<file path="src/rtl/memory_control_if.sv">
// Bus bundle between memory_control and its RAM, Fetcher, LSB and ROB neighbours.
interface memory_control_if;
  logic        rdy_in;
  logic [7:0]  mem_din;
  logic [7:0]  mem_dout;
  logic [31:0] mem_a;
  logic        mem_wr;
  logic        io_buffer_full;

  logic        enable_from_fetcher;
  logic [31:0] address_from_fetcher;
  logic        reset_from_fetcher;
  logic        one_inst_finish_to_fetcher;
  logic        end_to_fetcher;
  logic [31:0] inst_to_fetcher;

  logic        enable_from_lsb;
  logic        wr_flag_from_lsb;
  logic [31:0] address_from_lsb;
  logic [2:0]  size_from_lsb;
  logic [31:0] data_from_lsb;
  logic        rollback_flag_from_rob;
  logic        end_to_lsb;
  logic [31:0] data_to_lsb;

  modport slave (
    input  rdy_in, mem_din, io_buffer_full,
    input  enable_from_fetcher, address_from_fetcher, reset_from_fetcher,
    input  enable_from_lsb, wr_flag_from_lsb, address_from_lsb, size_from_lsb,
    input  data_from_lsb, rollback_flag_from_rob,
    output mem_dout, mem_a, mem_wr,
    output one_inst_finish_to_fetcher, end_to_fetcher, inst_to_fetcher,
    output end_to_lsb, data_to_lsb
  );

  modport master (
    output rdy_in, mem_din, io_buffer_full,
    output enable_from_fetcher, address_from_fetcher, reset_from_fetcher,
    output enable_from_lsb, wr_flag_from_lsb, address_from_lsb, size_from_lsb,
    output data_from_lsb, rollback_flag_from_rob,
    input  mem_dout, mem_a, mem_wr,
    input  one_inst_finish_to_fetcher, end_to_fetcher, inst_to_fetcher,
    input  end_to_lsb, data_to_lsb
  );
endinterface

</file>
<file path="src/rtl/memory_control.sv">
// Arbiter and byte-serial sequencer between the 8-bit RAM port, the Fetcher
// (resumable instruction bursts) and the LSB (1/2/4-byte loads and stores).
//
// state   | meaning
// --------+----------------------------------------------
// IDLE    | no transaction; arbitrate LSB, then fetch
// FETCH   | reading one 4-byte instruction
// LOAD    | reading 1/2/4 bytes for the LSB
// STORE   | writing 1/2/4 bytes for the LSB
// IO_WAIT | I/O store held until the I/O buffer has room
module memory_control #(
  parameter int         INST_BURST = 8,
  parameter logic [1:0] IO_HI      = 2'b11
) (
  input logic              clk_in,
  input logic              rst_in,
  memory_control_if.slave  bus
);

  localparam int CW = (INST_BURST > 1) ? $clog2(INST_BURST) : 1;

  typedef enum logic [2:0] {
    S_IDLE,
    S_FETCH,
    S_LOAD,
    S_STORE,
    S_IO_WAIT
  } state_t;

  state_t        state_q;
  logic          f_active_q;
  logic [31:0]   f_base_q;
  logic [CW-1:0] f_cnt_q;
  logic [31:0]   addr_q;
  logic [2:0]    size_q;
  logic [2:0]    idx_q;
  logic [31:0]   wdata_q;
  logic [31:0]   buf_q;
  logic          blk_fetch_q;
  logic          blk_lsb_q;

  logic [31:0]   mem_a_q;
  logic [7:0]    mem_dout_q;
  logic          mem_wr_q;
  logic          one_inst_q;
  logic          end_fetch_q;
  logic [31:0]   inst_q;
  logic          end_lsb_q;
  logic [31:0]   data_lsb_q;

  logic [31:0]   rd_word_d;
  logic [7:0]    wr_byte_d;
  logic [31:0]   fetch_addr_d;
  logic          lsb_go_d;
  logic          fetch_new_d;
  logic          lsb_io_wait_d;

  // Byte idx-2 arrives on mem_din at edge idx; buf_q was cleared at accept,
  // so OR-ing it in also zero-extends short loads.
  always_comb begin
    rd_word_d     = buf_q | ({24'd0, bus.mem_din} << {idx_q - 3'd2, 3'b000});
    wr_byte_d     = wdata_q[{idx_q[1:0], 3'b000} +: 8];
    fetch_addr_d  = f_base_q + 32'({f_cnt_q, 2'b00});
    lsb_go_d      = bus.enable_from_lsb && !blk_lsb_q &&
                    (bus.wr_flag_from_lsb || !bus.rollback_flag_from_rob);
    fetch_new_d   = bus.enable_from_fetcher && !f_active_q && !blk_fetch_q &&
                    !bus.reset_from_fetcher;
    lsb_io_wait_d = (bus.address_from_lsb[17:16] == IO_HI) && bus.io_buffer_full;
  end

  always_ff @(posedge clk_in or posedge rst_in) begin
    if (rst_in) begin
      state_q     <= S_IDLE;
      f_active_q  <= 1'b0;
      f_base_q    <= '0;
      f_cnt_q     <= '0;
      addr_q      <= '0;
      size_q      <= '0;
      idx_q       <= '0;
      wdata_q     <= '0;
      buf_q       <= '0;
      blk_fetch_q <= 1'b0;
      blk_lsb_q   <= 1'b0;
      mem_a_q     <= '0;
      mem_dout_q  <= '0;
      mem_wr_q    <= 1'b0;
      one_inst_q  <= 1'b0;
      end_fetch_q <= 1'b0;
      inst_q      <= '0;
      end_lsb_q   <= 1'b0;
      data_lsb_q  <= '0;
    end else if (bus.rdy_in) begin
      one_inst_q  <= 1'b0;
      end_fetch_q <= 1'b0;
      end_lsb_q   <= 1'b0;

      if (bus.reset_from_fetcher) begin
        f_active_q <= 1'b0;
        f_cnt_q    <= '0;
      end

      case (state_q)
        S_IDLE: begin
          blk_fetch_q <= 1'b0;
          blk_lsb_q   <= 1'b0;
          if (lsb_go_d) begin
            addr_q  <= bus.address_from_lsb;
            size_q  <= bus.size_from_lsb;
            wdata_q <= bus.data_from_lsb;
            buf_q   <= '0;
            idx_q   <= 3'd1;
            if (!bus.wr_flag_from_lsb) begin
              state_q <= S_LOAD;
              mem_a_q <= bus.address_from_lsb;
            end else if (lsb_io_wait_d) begin
              state_q <= S_IO_WAIT;
            end else begin
              state_q    <= S_STORE;
              mem_wr_q   <= 1'b1;
              mem_a_q    <= bus.address_from_lsb;
              mem_dout_q <= bus.data_from_lsb[7:0];
            end
          end else if (f_active_q && !bus.reset_from_fetcher) begin
            state_q <= S_FETCH;
            addr_q  <= fetch_addr_d;
            mem_a_q <= fetch_addr_d;
            size_q  <= 3'd4;
            buf_q   <= '0;
            idx_q   <= 3'd1;
          end else if (fetch_new_d) begin
            state_q    <= S_FETCH;
            f_active_q <= 1'b1;
            f_base_q   <= bus.address_from_fetcher;
            f_cnt_q    <= '0;
            addr_q     <= bus.address_from_fetcher;
            mem_a_q    <= bus.address_from_fetcher;
            size_q     <= 3'd4;
            buf_q      <= '0;
            idx_q      <= 3'd1;
          end
        end

        S_FETCH, S_LOAD: begin
          if (state_q == S_FETCH && bus.reset_from_fetcher) begin
            state_q <= S_IDLE;
          end else if (state_q == S_LOAD && bus.rollback_flag_from_rob) begin
            state_q <= S_IDLE;
          end else begin
            if (idx_q < size_q) mem_a_q <= addr_q + 32'(idx_q);
            if (idx_q >= 3'd2) buf_q <= rd_word_d;
            idx_q <= idx_q + 3'd1;
            if (idx_q == size_q + 3'd1) begin
              state_q <= S_IDLE;
              if (state_q == S_FETCH) begin
                inst_q     <= rd_word_d;
                one_inst_q <= 1'b1;
                if (f_cnt_q == CW'(INST_BURST - 1)) begin
                  end_fetch_q <= 1'b1;
                  f_active_q  <= 1'b0;
                  f_cnt_q     <= '0;
                  blk_fetch_q <= 1'b1;
                end else begin
                  f_cnt_q <= f_cnt_q + 1'b1;
                end
              end else begin
                data_lsb_q <= rd_word_d;
                end_lsb_q  <= 1'b1;
                blk_lsb_q  <= 1'b1;
              end
            end
          end
        end

        S_STORE: begin
          if (idx_q < size_q) begin
            mem_a_q    <= addr_q + 32'(idx_q);
            mem_dout_q <= wr_byte_d;
            idx_q      <= idx_q + 3'd1;
          end else begin
            state_q   <= S_IDLE;
            mem_wr_q  <= 1'b0;
            end_lsb_q <= 1'b1;
            blk_lsb_q <= 1'b1;
          end
        end

        S_IO_WAIT: begin
          if (!bus.io_buffer_full) begin
            state_q    <= S_STORE;
            mem_wr_q   <= 1'b1;
            mem_a_q    <= addr_q;
            mem_dout_q <= wdata_q[7:0];
            idx_q      <= 3'd1;
          end
        end

        default: state_q <= S_IDLE;
      endcase
    end
  end

  assign bus.mem_a                      = mem_a_q;
  assign bus.mem_dout                   = mem_dout_q;
  assign bus.mem_wr                     = mem_wr_q;
  assign bus.one_inst_finish_to_fetcher = one_inst_q;
  assign bus.end_to_fetcher             = end_fetch_q;
  assign bus.inst_to_fetcher            = inst_q;
  assign bus.end_to_lsb                 = end_lsb_q;
  assign bus.data_to_lsb                = data_lsb_q;

endmodule

</file>
<file path="src/flat_wrapper.sv">
// flat-port wrapper written by rule: the top's interface ports become plain ports
module memory_control_flat 
#(
  parameter int         INST_BURST = 8,
  parameter logic [1:0] IO_HI      = 2'b11
)
  (clk_in, rst_in, bus_rdy_in, bus_mem_din, bus_io_buffer_full, bus_enable_from_fetcher, bus_address_from_fetcher, bus_reset_from_fetcher, bus_enable_from_lsb, bus_wr_flag_from_lsb, bus_address_from_lsb, bus_size_from_lsb, bus_data_from_lsb, bus_rollback_flag_from_rob, bus_mem_dout, bus_mem_a, bus_mem_wr, bus_one_inst_finish_to_fetcher, bus_end_to_fetcher, bus_inst_to_fetcher, bus_end_to_lsb, bus_data_to_lsb);
  memory_control_if bus_i ();
  input logic clk_in;
  input logic rst_in;
  input wire logic [$bits(bus_i.rdy_in)-1:0] bus_rdy_in;
  input wire logic [$bits(bus_i.mem_din)-1:0] bus_mem_din;
  input wire logic [$bits(bus_i.io_buffer_full)-1:0] bus_io_buffer_full;
  input wire logic [$bits(bus_i.enable_from_fetcher)-1:0] bus_enable_from_fetcher;
  input wire logic [$bits(bus_i.address_from_fetcher)-1:0] bus_address_from_fetcher;
  input wire logic [$bits(bus_i.reset_from_fetcher)-1:0] bus_reset_from_fetcher;
  input wire logic [$bits(bus_i.enable_from_lsb)-1:0] bus_enable_from_lsb;
  input wire logic [$bits(bus_i.wr_flag_from_lsb)-1:0] bus_wr_flag_from_lsb;
  input wire logic [$bits(bus_i.address_from_lsb)-1:0] bus_address_from_lsb;
  input wire logic [$bits(bus_i.size_from_lsb)-1:0] bus_size_from_lsb;
  input wire logic [$bits(bus_i.data_from_lsb)-1:0] bus_data_from_lsb;
  input wire logic [$bits(bus_i.rollback_flag_from_rob)-1:0] bus_rollback_flag_from_rob;
  output wire logic [$bits(bus_i.mem_dout)-1:0] bus_mem_dout;
  output wire logic [$bits(bus_i.mem_a)-1:0] bus_mem_a;
  output wire logic [$bits(bus_i.mem_wr)-1:0] bus_mem_wr;
  output wire logic [$bits(bus_i.one_inst_finish_to_fetcher)-1:0] bus_one_inst_finish_to_fetcher;
  output wire logic [$bits(bus_i.end_to_fetcher)-1:0] bus_end_to_fetcher;
  output wire logic [$bits(bus_i.inst_to_fetcher)-1:0] bus_inst_to_fetcher;
  output wire logic [$bits(bus_i.end_to_lsb)-1:0] bus_end_to_lsb;
  output wire logic [$bits(bus_i.data_to_lsb)-1:0] bus_data_to_lsb;
  assign bus_i.rdy_in = bus_rdy_in;
  assign bus_i.mem_din = bus_mem_din;
  assign bus_i.io_buffer_full = bus_io_buffer_full;
  assign bus_i.enable_from_fetcher = bus_enable_from_fetcher;
  assign bus_i.address_from_fetcher = bus_address_from_fetcher;
  assign bus_i.reset_from_fetcher = bus_reset_from_fetcher;
  assign bus_i.enable_from_lsb = bus_enable_from_lsb;
  assign bus_i.wr_flag_from_lsb = bus_wr_flag_from_lsb;
  assign bus_i.address_from_lsb = bus_address_from_lsb;
  assign bus_i.size_from_lsb = bus_size_from_lsb;
  assign bus_i.data_from_lsb = bus_data_from_lsb;
  assign bus_i.rollback_flag_from_rob = bus_rollback_flag_from_rob;
  assign bus_mem_dout = bus_i.mem_dout;
  assign bus_mem_a = bus_i.mem_a;
  assign bus_mem_wr = bus_i.mem_wr;
  assign bus_one_inst_finish_to_fetcher = bus_i.one_inst_finish_to_fetcher;
  assign bus_end_to_fetcher = bus_i.end_to_fetcher;
  assign bus_inst_to_fetcher = bus_i.inst_to_fetcher;
  assign bus_end_to_lsb = bus_i.end_to_lsb;
  assign bus_data_to_lsb = bus_i.data_to_lsb;
  memory_control #(.INST_BURST(INST_BURST), .IO_HI(IO_HI)) u_core (.clk_in(clk_in), .rst_in(rst_in), .bus(bus_i));
endmodule
</file>
<file path="config.mk">
export PLATFORM = sky130hd
export DESIGN_NAME = memory_control_flat
export DESIGN_NICKNAME = d
export VERILOG_FILES = /design/src/rtl/memory_control_if.sv /design/src/rtl/memory_control.sv /design/src/flat_wrapper.sv
export SDC_FILE = /design/constraint.sdc
export NUM_CORES = 1
export LEC_CHECK = 0
export CAP_MARGIN = 20
export CELL_PAD_IN_SITES_DETAIL_PLACEMENT = 0
export CELL_PAD_IN_SITES_GLOBAL_PLACEMENT = 2
export CORE_ASPECT_RATIO = 1.25
export CORE_UTILIZATION = 33
export CTS_CLUSTER_SIZE = 24
export DETAILED_ROUTE_END_ITERATION = 12
export GPL_ROUTABILITY_DRIVEN = 0
export PLACE_DENSITY_LB_ADDON = 0.2
export SYNTH_ARGS = -nofsm -noshare
export SYNTH_HDL_FRONTEND = slang
export SYNTH_SLANG_ARGS = --single-unit
</file>
<file path="constraint.sdc">
create_clock -name clk_in -period 8.4 [get_ports clk_in]
set_input_delay 0.84 -clock clk_in [delete_from_list [all_inputs] [get_ports clk_in]]
set_output_delay 0.84 -clock clk_in [all_outputs]
set_load 0.02 [all_outputs]
</file>
==> flow_summary.json <==
{
  "clock-root-buffer": "clkbuf_16",
  "async_reset_ff_share_pct": 100.0,
  "required_ns": 8.86,
  "grt_max_degree": 134,
  "drc": 0,
  "synthTopCellsByCount": "dfrtp_1 (251), nand2_1 (245), a21oi_1 (132)",
  "hp-start": "u_core.wdata_q[14]",
  "overflow": 0,
  "setup_viol": 0,
  "fin_setup_tns_ns": 0,
  "avgViaCountPerCell": 5.266,
  "ys_seq_area_share_pct": 48.70,
  "clockBufferDepth": 3,
  "ctsResizeCount": 0,
  "grt_pass1_wl_mm": 65.02,
  "slew_headroom_pct": 33.16,
  "synth_edf_count": 0,
  "r2r-end": "u_core.bus.mem_a[27]",
  "syn_inst": 1383,
  "post_drt_wl_per_cell_um": 19.85,
  "holdPathStages": 2,
  "grtUsageMet1_pct": 26.00,
  "nets": 1697,
  "fp.coreArea_mm2": 0.03834,
  "postRouteAntennaNets": 0,
  "final_area_mm2": 0.01662,
  "use_met3_pct": 3.885,
  "area_delta_synth_final_pct": 28.87,
  "worst_slew_pin_slew_ns": 1.003,
  "path_class": "primary input to register",
  "max-vdd-ir-drop_uv": 204.8,
  "min_to": "u_core.wdata_q[14]",
  "wirelength_mm": 41.24,
  "synth_area_mm2": 0.01290,
  "r2r_start": "u_core.blk_lsb_q",
  "powerDensity_mw_per_mm2": 352.8,
  "placed_area_mm2": 0.01556,
  "cp_max_fo": 59,
  "max_freq_ghz": 0.2589,
  "stdcell_count": 2078,
  "sw_frac_of_total_pct": 38.77,
  "status": "finished, final reports clean",
  "hpwl_mm": 29.14,
  "design.die.area_mm2": 0.03989,
  "yosys_most_used_dff": "dfrtp_1",
  "antenna_found_initial": 1,
  "drtIter0Drc": 720,
  "worst_r2r_path_depth": 8,
  "final_hold_viol_count": 0,
  "drive_above_1_share_pct": 9.016,
  "cap_violations": 0,
  "start_kind": "primary input",
  "slew_violations": 0,
  "crit_arrival_ns": 4.32,
  "finalClockSkew_ns": 0.01095,
  "cts.sinks": 251,
  "postCtsSetupBuffers": 0,
  "cts-htree-levels": 1,
  "crit_start": "bus_enable_from_lsb",
  "ff2ff_setup_slack_ns": 4.89,
  "fin_crit_sh_pct": 45.99,
  "die_w_um": 178.8,
  "io_pins": 224,
  "cts_tree": "yes",
  "p_int_w": 0.003590,
  "end_kind": "register",
  "min_period_ns": 3.863,
  "numPortBuffers": 223,
  "holdWs_ns": 0.4731,
  "p_leak_nw": 7.000,
  "syn_area_per_cell_um2": 9.327,
  "grt_pass1_vias": 11070,
  "track_usage_pct": 21.08,
  "rows": 80,
  "clk_pin_slew_ns": 0.06,
  "synth_top_area_share_pct": 48.70,
  "cts_buffers": 29,
  "synth-seq-cells": 251,
  "yosysWarnings": 0,
  "dr.pass1.iters": 7,
  "p_clk_share_pct": 23.5,
  "comb_power_share_pct": 40.2,
  "use_met2_pct": 35.42,
  "netSwitchingPower_w": 0.002273,
  "rsz0062_at_grt": "no",
  "syn_nets": 1516,
  "seqPwrFrac_pct": 36.4,
  "via_count": 10940,
  "dpl_worst_slack_ns": 4.032,
  "synth.largest_area_cell": "dfrtp_1",
  "hp-class": "register to register",
  "yosysUniqueCellTypes": 73,
  "initial_core_util_pct": 33.65,
  "hold_buffers": 0,
  "worstSkewPairLatency_ns": 0.56,
  "timing.final.ws_setup_ns": 4.537,
  "die_h_um": 223.0,
  "busiest_layer": "met2",
  "diodes": 0,
  "ys_top_cells_by_area": "dfrtp_1 (49%), nand2_1 (7.1%), a21oi_1 (5.1%)",
  "dp.cells": 2024,
  "yosysMostFrequentCell": "dfrtp_1"
}
[layout by cell type (no fill, tap or decap), drive strengths merged, types with 5 or more instances in the layout]
cell type and instances:
dfrtp 251, nand2 245, clkdlybuf4s50 223, a21oi 132, nor2 117, o21ai 117
mux2 48, clkbuf 43, xnor2 30, nand3 30, inv 20, nand4 18
a22oi 18, buf 18, and3 17, nor3 17, a22o 16, ha 15
a211oi 15, nand2b 14, xor2 12, o211ai 11, a31oi 10, o31ai 9
o221ai 9, or3 8, a221oi 8, mux4 8, nor4 8, mux2i 7
a21o 7, nor2b 6, and4 6, bufinv 5
[worst max-delay path by stage]
stage | slack (ns) | to | cells past startpoint
global placement | 4.21 | u_core.bus.mem_a[24] | 9
finish | 4.54 | u_core.bus.mem_a[27] | 9
global route | 4.31 | u_core.bus.mem_a[22] | 9
CTS | 4.61 | u_core.bus.mem_a[27] | 9
floorplan | 0.66 | u_core.addr_q[0] | 1
detailed placement | 4.03 | u_core.bus.mem_a[27] | 9
[logic make-up (layout without fill, tap and decap cells)]
logic type / Yosys count / count (layout) / synth area share [%]
AO/OA/AOI/OAI: 386 / 386 / 18.87
XOR/XNOR: 43 / 43 / 3.026
adder cells (fa/ha/maj): 17 / 17 / 1.765
buffers and inverters: 111 / 314 / 3.502
flip-flops: 251 / 251 / 48.70
multiplexers: 63 / 63 / 6.131
AND/OR/NAND/NOR: 512 / 512 / 18.01
[power groups by stage]
stage / Clock (W) / Sequential, W / Combinational, W
finish: 0.00138 / 0.00213 / 0.00235
global route: 0.00146 / 0.00221 / 0.00260
CTS: 0.00141 / 0.00214 / 0.00239
detailed placement: 0 / 0.00215 / 0.00238
global placement: 0 / 0.00215 / 0.00235
floorplan: 0 / 0.00224 / 0.00131
[metrics by stage]
step	utilization, %	total power (W)
final	43.36	0.005864
after global routing	43.36	0.006274
after detailed placement	40.60	0.004532
after CTS	43.31	0.005939
after global placement	40.60	0.004495
after floorplan	-	0.003548
[registers in the layout, summed over array words and instances, names as in the netlist, 8 cells and up]
name,count
u_core.bus.inst_to_fetcher,32
u_core.f_base_q,32
u_core.addr_q,32
u_core.bus.mem_dout,8
u_core.wdata_q,32
u_core.bus.mem_a,32
u_core.bus.data_to_lsb,32
u_core.buf_q,32
[metal layers]
metal	up-vias	share of wire, %
met3	85	5.6
met5	-	0.032
met1	5279	41
li1	5284	-
met2	292	49
met4	2	4.6
[critical path, stage by stage]
cell	delay, ns
clkdlybuf4s50_1	0.48
nor2b_1	0.69
nand2_1	0.39
buf_4	0.34
a311oi_1	0.48
o21ai_4	0.09
buf_4	0.33
nand2b_1	0.38
o221ai_1	0.27
[area by class of cell]
class | instances | area (µm²)
Clock inverter | 10 | 180.2
Fill cell | 3811 | 21710
Clock buffer | 43 | 858.3
Inverter | 20 | 82.58
Tap cell | 492 | 615.6
Timing Repair Buffer | 241 | 2392
Multi-Input combinational cell | 1021 | 6212
Sequential cell | 251 | 6281
Power figures use the tool's default switching activity.
